File: src/rtl/reservation_station_pkg.sv
`default_nettype none
// ============================================================================
//  Module      : reservation_station_pkg
//  Description : Shared opcode constants, FSM state encoding, operand
//                sentinel and station tags for the reservation station.
//  Revision    : 1.0 - initial release
// ============================================================================
package reservation_station_pkg;

    // Dispatched operation encoding
    localparam logic [2:0] c_OP_NOP = 3'b000;
    localparam logic [2:0] c_OP_ADD = 3'b001;
    localparam logic [2:0] c_OP_SUB = 3'b010;
    localparam logic [2:0] c_OP_AND = 3'b011;
    localparam logic [2:0] c_OP_OR  = 3'b100;

    // Station FSM encoding
    localparam logic [1:0] c_ST_IDLE      = 2'd0;
    localparam logic [1:0] c_ST_WAIT_OPS  = 2'd1;
    localparam logic [1:0] c_ST_EXEC      = 2'd2;
    localparam logic [1:0] c_ST_BROADCAST = 2'd3;

    // Value parked in the operand registers while the station is free
    localparam logic [15:0] c_OPERAND_SENTINEL = 16'hFFF0;

    // Producer tags; zero means the value is already present
    localparam logic [2:0] c_FREE_REGISTER     = 3'd0;
    localparam logic [2:0] c_RES_STATION_ADD1  = 3'd1;
    localparam logic [2:0] c_RES_STATION_ADD2  = 3'd2;

    // A broadcast satisfies an operand only when its tag is a real producer
    function automatic logic f_tag_hit(input logic       valid,
                                       input logic [2:0] cdb_tag,
                                       input logic [2:0] q_tag);
        return valid && (cdb_tag != c_FREE_REGISTER) && (cdb_tag == q_tag);
    endfunction

endpackage
`default_nettype wire

File: src/rtl/rs_alu.sv
`default_nettype none
// ============================================================================
//  Module      : rs_alu
//  Description : Combinational 16-bit ALU for the adder reservation station.
//                Arithmetic wraps modulo 2^16; unknown opcodes pass Vj.
//  Revision    : 1.0 - initial release
// ============================================================================
module rs_alu
    import reservation_station_pkg::*;
(
    input  logic [2:0]  Opcode,
    input  logic [15:0] Vj,
    input  logic [15:0] Vk,
    output logic [15:0] Result
);

    // Select the operation result from the latched opcode
    always_comb begin
        Result = Vj;
        case (Opcode)
            c_OP_ADD: Result = Vj + Vk;
            c_OP_SUB: Result = Vj - Vk;
            c_OP_AND: Result = Vj & Vk;
            c_OP_OR:  Result = Vj | Vk;
            default:  Result = Vj;
        endcase
    end

endmodule
`default_nettype wire

File: src/rtl/reservation_station.sv
`default_nettype none
// ============================================================================
//  Module      : reservation_station
//  Description : Single-entry Tomasulo reservation station. Accepts one
//                instruction, snoops the CDB for missing operands, executes
//                for EXEC_LATENCY cycles and requests the CDB until granted.
//  Revision    : 1.0 - initial release
// ============================================================================
module reservation_station
    import reservation_station_pkg::*;
#(
    parameter logic [2:0] RS_TAG       = c_RES_STATION_ADD1,
    parameter int         EXEC_LATENCY = 2
) (
    input  logic        Clock,
    input  logic        Reset,
    input  logic        Enable_VQ,
    input  logic [2:0]  Opcode,
    input  logic [15:0] Vj,
    input  logic [15:0] Vk,
    input  logic [2:0]  Qj,
    input  logic [2:0]  Qk,
    input  logic        CDB_Valid,
    input  logic [2:0]  CDB_Tag,
    input  logic [15:0] CDB_Data,
    input  logic        CDB_Grant,
    output logic        Ready,
    output logic        Busy,
    output logic        Result_Valid,
    output logic [2:0]  Result_Tag,
    output logic [15:0] Result_Data
);

    localparam logic [2:0] c_LATENCY = EXEC_LATENCY[2:0];

    logic [1:0]  r_state;
    logic [1:0]  w_next_state;
    logic [2:0]  r_opcode;
    logic [15:0] r_vj;
    logic [15:0] r_vk;
    logic [2:0]  r_qj;
    logic [2:0]  r_qk;
    logic [2:0]  r_count;
    logic [15:0] r_result;
    logic [15:0] w_alu_result;

    logic        w_load;
    logic        w_snoop_en;
    logic [2:0]  w_qj_src;
    logic [2:0]  w_qk_src;
    logic [15:0] w_vj_src;
    logic [15:0] w_vk_src;
    logic        w_hit_j;
    logic        w_hit_k;
    logic [2:0]  w_qj_after;
    logic [2:0]  w_qk_after;
    logic        w_ops_ready;

    // A new instruction is taken only while free and only if it is not a NOP
    assign w_load     = (r_state == c_ST_IDLE) && Enable_VQ && (Opcode != c_OP_NOP);
    assign w_snoop_en = w_load || (r_state == c_ST_WAIT_OPS);

    // During the load edge the dispatch bus is the operand source; afterwards
    // the latched copies are
    assign w_qj_src = (r_state == c_ST_IDLE) ? Qj : r_qj;
    assign w_qk_src = (r_state == c_ST_IDLE) ? Qk : r_qk;
    assign w_vj_src = (r_state == c_ST_IDLE) ? Vj : r_vj;
    assign w_vk_src = (r_state == c_ST_IDLE) ? Vk : r_vk;

    assign w_hit_j     = w_snoop_en && f_tag_hit(CDB_Valid, CDB_Tag, w_qj_src);
    assign w_hit_k     = w_snoop_en && f_tag_hit(CDB_Valid, CDB_Tag, w_qk_src);
    assign w_qj_after  = w_hit_j ? c_FREE_REGISTER : w_qj_src;
    assign w_qk_after  = w_hit_k ? c_FREE_REGISTER : w_qk_src;
    assign w_ops_ready = (w_qj_after == c_FREE_REGISTER) && (w_qk_after == c_FREE_REGISTER);

    rs_alu u_alu (
        .Opcode (r_opcode),
        .Vj     (r_vj),
        .Vk     (r_vk),
        .Result (w_alu_result)
    );

    // State register
    always_ff @(posedge Clock) begin
        if (Reset) begin
            r_state <= c_ST_IDLE;
        end else begin
            r_state <= w_next_state;
        end
    end

    // Next-state selection
    always_comb begin
        w_next_state = r_state;
        case (r_state)
            c_ST_IDLE: begin
                if (w_load) begin
                    w_next_state = w_ops_ready ? c_ST_EXEC : c_ST_WAIT_OPS;
                end
            end
            c_ST_WAIT_OPS: begin
                if (w_ops_ready) begin
                    w_next_state = c_ST_EXEC;
                end
            end
            c_ST_EXEC: begin
                if (r_count == 3'd1) begin
                    w_next_state = c_ST_BROADCAST;
                end
            end
            c_ST_BROADCAST: begin
                if (CDB_Grant) begin
                    w_next_state = c_ST_IDLE;
                end
            end
            default: w_next_state = c_ST_IDLE;
        endcase
    end

    // Operand capture, execute countdown and result register
    always_ff @(posedge Clock) begin
        if (Reset) begin
            r_opcode <= c_OP_NOP;
            r_vj     <= c_OPERAND_SENTINEL;
            r_vk     <= c_OPERAND_SENTINEL;
            r_qj     <= c_FREE_REGISTER;
            r_qk     <= c_FREE_REGISTER;
            r_count  <= 3'd0;
            r_result <= 16'd0;
        end else begin
            case (r_state)
                c_ST_IDLE, c_ST_WAIT_OPS: begin
                    if (w_snoop_en) begin
                        if (w_load) begin
                            r_opcode <= Opcode;
                        end
                        r_vj <= w_hit_j ? CDB_Data : w_vj_src;
                        r_vk <= w_hit_k ? CDB_Data : w_vk_src;
                        r_qj <= w_qj_after;
                        r_qk <= w_qk_after;
                        if (w_ops_ready) begin
                            r_count <= c_LATENCY;
                        end
                    end
                end
                c_ST_EXEC: begin
                    if (r_count == 3'd1) begin
                        r_result <= w_alu_result;
                        r_count  <= 3'd0;
                    end else begin
                        r_count <= r_count - 3'd1;
                    end
                end
                c_ST_BROADCAST: begin
                    if (CDB_Grant) begin
                        r_vj <= c_OPERAND_SENTINEL;
                        r_vk <= c_OPERAND_SENTINEL;
                        r_qj <= c_FREE_REGISTER;
                        r_qk <= c_FREE_REGISTER;
                    end
                end
                default: ;
            endcase
        end
    end

    assign Ready        = (r_state == c_ST_IDLE);
    assign Busy         = ~Ready;
    assign Result_Valid = (r_state == c_ST_BROADCAST);
    assign Result_Tag   = Result_Valid ? RS_TAG : c_FREE_REGISTER;
    assign Result_Data  = r_result;

endmodule
`default_nettype wire

File: config.mk
export PLATFORM = sky130hd
export DESIGN_NAME = reservation_station
export DESIGN_NICKNAME = d
export VERILOG_FILES = /design/src/rtl/reservation_station_pkg.sv /design/src/rtl/rs_alu.sv /design/src/rtl/reservation_station.sv
export SDC_FILE = /design/constraint.sdc
export NUM_CORES = 1
export LEC_CHECK = 0
export BUFFER_PORTS_ARGS = -buffer_cell sky130_fd_sc_hd__buf_2
export CORE_MARGIN = 2
export CORE_UTILIZATION = 30
export DETAILED_ROUTE_END_ITERATION = 8
export HOLD_SLACK_MARGIN = 0.06
export SLEW_MARGIN = 20
export SYNTH_ARGS = -nofsm -noshare
export SYNTH_HDL_FRONTEND = slang
export SYNTH_SLANG_ARGS = --single-unit
File: constraint.sdc
create_clock -name Clock -period 6.7 [get_ports Clock]
set_clock_uncertainty 0.1 [all_clocks]
set_input_delay 0.335 -clock Clock [delete_from_list [all_inputs] [get_ports Clock]]
set_output_delay 0.335 -clock Clock [all_outputs]
set_load 0.005 [all_outputs]
==> results.md <==
- Site Rows: between 40 and 50
- Cells along the critical path: nor2b_1 -> and2_1 -> a21oi_1 -> nor2_1 -> xor2_1 -> ha_1 -> nand2_1 -> o21ai_1 -> or3_1 -> a311o_1 -> a31o_1 -> a21oi_1 -> xnor2_1 -> a21oi_1 -> o21ai_1
- Nets: between 700 and 800
- R2r worst-path depth: 15
- Worst Setup SP: r_opcode[1]$_SDFFE_PP0P_
- IO Pins: a little under 90
- Post-Syn Area: 4620 um^2
- Worst-path clk slew: 0.06 ns
- HP Class: in2reg
- CP max-delay cell: dfxtp_1
- Placed instance area: ~5000 um^2
- Status: finished, final reports clean
- Vias in the first global route: approximately 4,000
- Fin crit share: 0.604
- Initial Util: 0.305
- Crit-path most repeated cell: a21oi_1
- Initial drt markers: 265
- PortBufs: between 80 and 90
- Final Max Tran Viols: 0
- Endpoint type of the worst setup path: flop
- WP data arrival: 4.17 ns
- Final hold vios: 0
- HPWL after DPL: 9.46 mm
- Max Fclk: approximately 250 MHz
- Wire per inst: roughly 15 um
- Final ANT Viol Nets: 0
- N_diodes: 0
- Hold WS: 0.177 ns
- Synth async-reset ratio: 0
- Clk root buf: clkbuf_16
- Worst slew pin tran: ~0.93 ns
- Drt drc: 0
- Pleak: roughly 2.3 nW
- Synth top area share: 0.268
- Peak supply drop: 0.199 mV
- Post-Place Worst Slack: between 2 and 3 ns
- Share of post-route cells with drive strength above 1: 0.174
- CP Data Required Time: 6.82 ns
- Synth area leaders: dfxtp_1, ha_1, nor2_1, a211oi_1, a21oi_1
- Yosys warns: 0
- Relative slew margins: 0.377
- Die Wd: 128 um
- Deepest clock path buffer count: 2
- Critical Path Sink: Result_Data[15]$_SDFFE_PP0P_
- Seq/Total Area, Yosys: 0.268
- Register bit total from synthesis: 62
- Largest net degree at the start of global routing: 63
- Via density: 5.21
- First-pass DRT Iterations: 4
- Detailed Route WL: ~13 mm
- Ys flop type: dfxtp_1
- Cts repair resizes: 0
- Pwr dens: approximately 500 nW/um^2
- Sum Neg Setup Slack: 0 ns
- Worst stage delay on the critical path: ~0.70 ns
- Synth-to-layout area growth: 17.8%
- Worst-skew pair later-pin latency: ~0.34 ns
- RSZ-0062 raised after global routing: false
- CP startpoint kind: flop
- Largest area contributor in the netlist: dfxtp_1
- Post-route cell area: approximately 5400 um^2
- Setup Fix Bufs, Post-CTS: 0
- H-tree Lvls: 3
- Syn avg cell area: 7.64 um^2
- Die Area: 16,400 um^2
- GRT Util Overall: 0.159
- Syn Inst Count: around 610
- Crit Path Max Fanout: 19
- Setup slack, reg-to-reg: about 2.7 ns
- Gr ovfl total: 0
- Area of the core: 15,100 um^2
- Worst reg2reg endpoint: Result_Data[15]$_SDFFE_PP0P_
- R2R Path Start: r_opcode[1]$_SDFFE_PP0P_
- Hold Buf Count CTS: 0
- Min Tclk post-route: 4.05 ns
- CTS tree: built
- Cell variety after synth: 65
- First-pass GRT wire length: 21.0 mm
- Antenna violations before repair: 0
- # setup viols final: 0
- CTS Sinks: 62
- Number of flops mapped to enable cells by yosys: 0
- Vert. Die Dim: about 130 um
- Via count: 4,450
- Final worst setup slack: 2.65 ns
- GPL Wtd Cong: between 0.8 and 0.9
- Crit Path Class: reg2reg
- Max cap viols: 0
- TritonCTS Buffers: 9
-- state kept, by name, indices dropped and copies added, names as in the netlist --
| signal | flops |
|---|---|
| r_qk | 3 |
| r_state | 2 |
| r_vk | 16 |
| r_vj | 16 |
| r_qj | 3 |
| r_count | 3 |
| Result_Data | 16 |
| r_opcode | 3 |
-- per-layer routing --
metal  track usage  share of wire  vias to the layer above
met4        0.0420          0.010                        0
met2         0.234           0.42                      113
met5             0              0                        -
met3        0.0338          0.053                       11
li1              -              -                     2316
met1         0.235           0.52                     2010
-- through the flow --
stage / util / power [mW] / instances
final: 0.360 / 2.70 / 854
after global routing: 0.360 / 2.96 / 854
after floorplan: - / 1.90 / 606
after global placement: 0.339 / 2.19 / 838
after CTS: 0.359 / 2.70 / 854
after detailed placement: 0.339 / 2.20 / 838
-- Yosys cell counts (21+ instances only) --
master	instances
nor3_1	23
a211o_1	25
clkbuf_1	31
nand2_1	33
nor2_1	80
o21ai_0	21
ha_1	24
a211oi_1	34
inv_1	22
dfxtp_1	62
a21oi_1	45
-- area by class of cell --
class,instances,area [um^2]
sequential,62,1240
multi-input combinational,474,3110
fill,1596,9700
clock inverter,3,42.5
clock buffer,13,260
timing repair buffer,90,465
inverter,24,90.1
tap,188,235
-- worst max-delay path: cells and delay by family, from the launching register on --
family          cells  cell delay [ns]
compound gates      7             1.13
flops               1             0.70
simple gates        5             1.43
xor+xnor            2             0.26
fa+ha+maj           1             0.30
-- power breakdown --
group | switching (mW) | internal, mW
clock network | 0.173 | 0.308
registers | 0.164 | 0.479
logic | 0.901 | 0.678
-- cells in the final DEF (no fill, tap or decap), drive strengths merged, types with 15 or more instances in the layout --
master / count
a21oi: 45
nor2: 80
dfxtp: 62
ha: 24
a211oi: 35
nand2: 33
and2: 15
xnor2: 17
a211o: 25
nor3: 23
o21ai: 36
inv: 24
buf: 90
nor2b: 17
-- how the worst min path moves through the flow --
stage / from / end / slack (ns) / cells past startpoint
final: Qk[2] / r_qk[2]$_SDFFE_PP0P_ / 0.18 / 3
after global routing: Opcode[1] / r_opcode[1]$_SDFFE_PP0P_ / 0.18 / 3
after CTS: Qk[2] / r_qk[2]$_SDFFE_PP0P_ / 0.17 / 3
after detailed placement: r_qj[0]$_SDFFE_PP0P_ / r_qj[0]$_SDFFE_PP0P_ / 0.36 / 2
after global placement: r_qj[0]$_SDFFE_PP0P_ / r_qj[0]$_SDFFE_PP0P_ / 0.36 / 2
after floorplan: r_qj[0]$_SDFFE_PP0P_ / r_qj[0]$_SDFFE_PP0P_ / 0.34 / 2
-- cells by family after synthesis --
| kind of cell | synth area share |
|---|---|
| fa+ha+maj | 0.0693 |
| other cells | 0.000811 |
| mux | 0.0284 |
| simple gates | 0.207 |
| compound gates | 0.312 |
| buf+inv | 0.0625 |
| flops | 0.268 |
| xor+xnor | 0.0511 |
No activity file was read; power rests on OpenSTA's default activity.
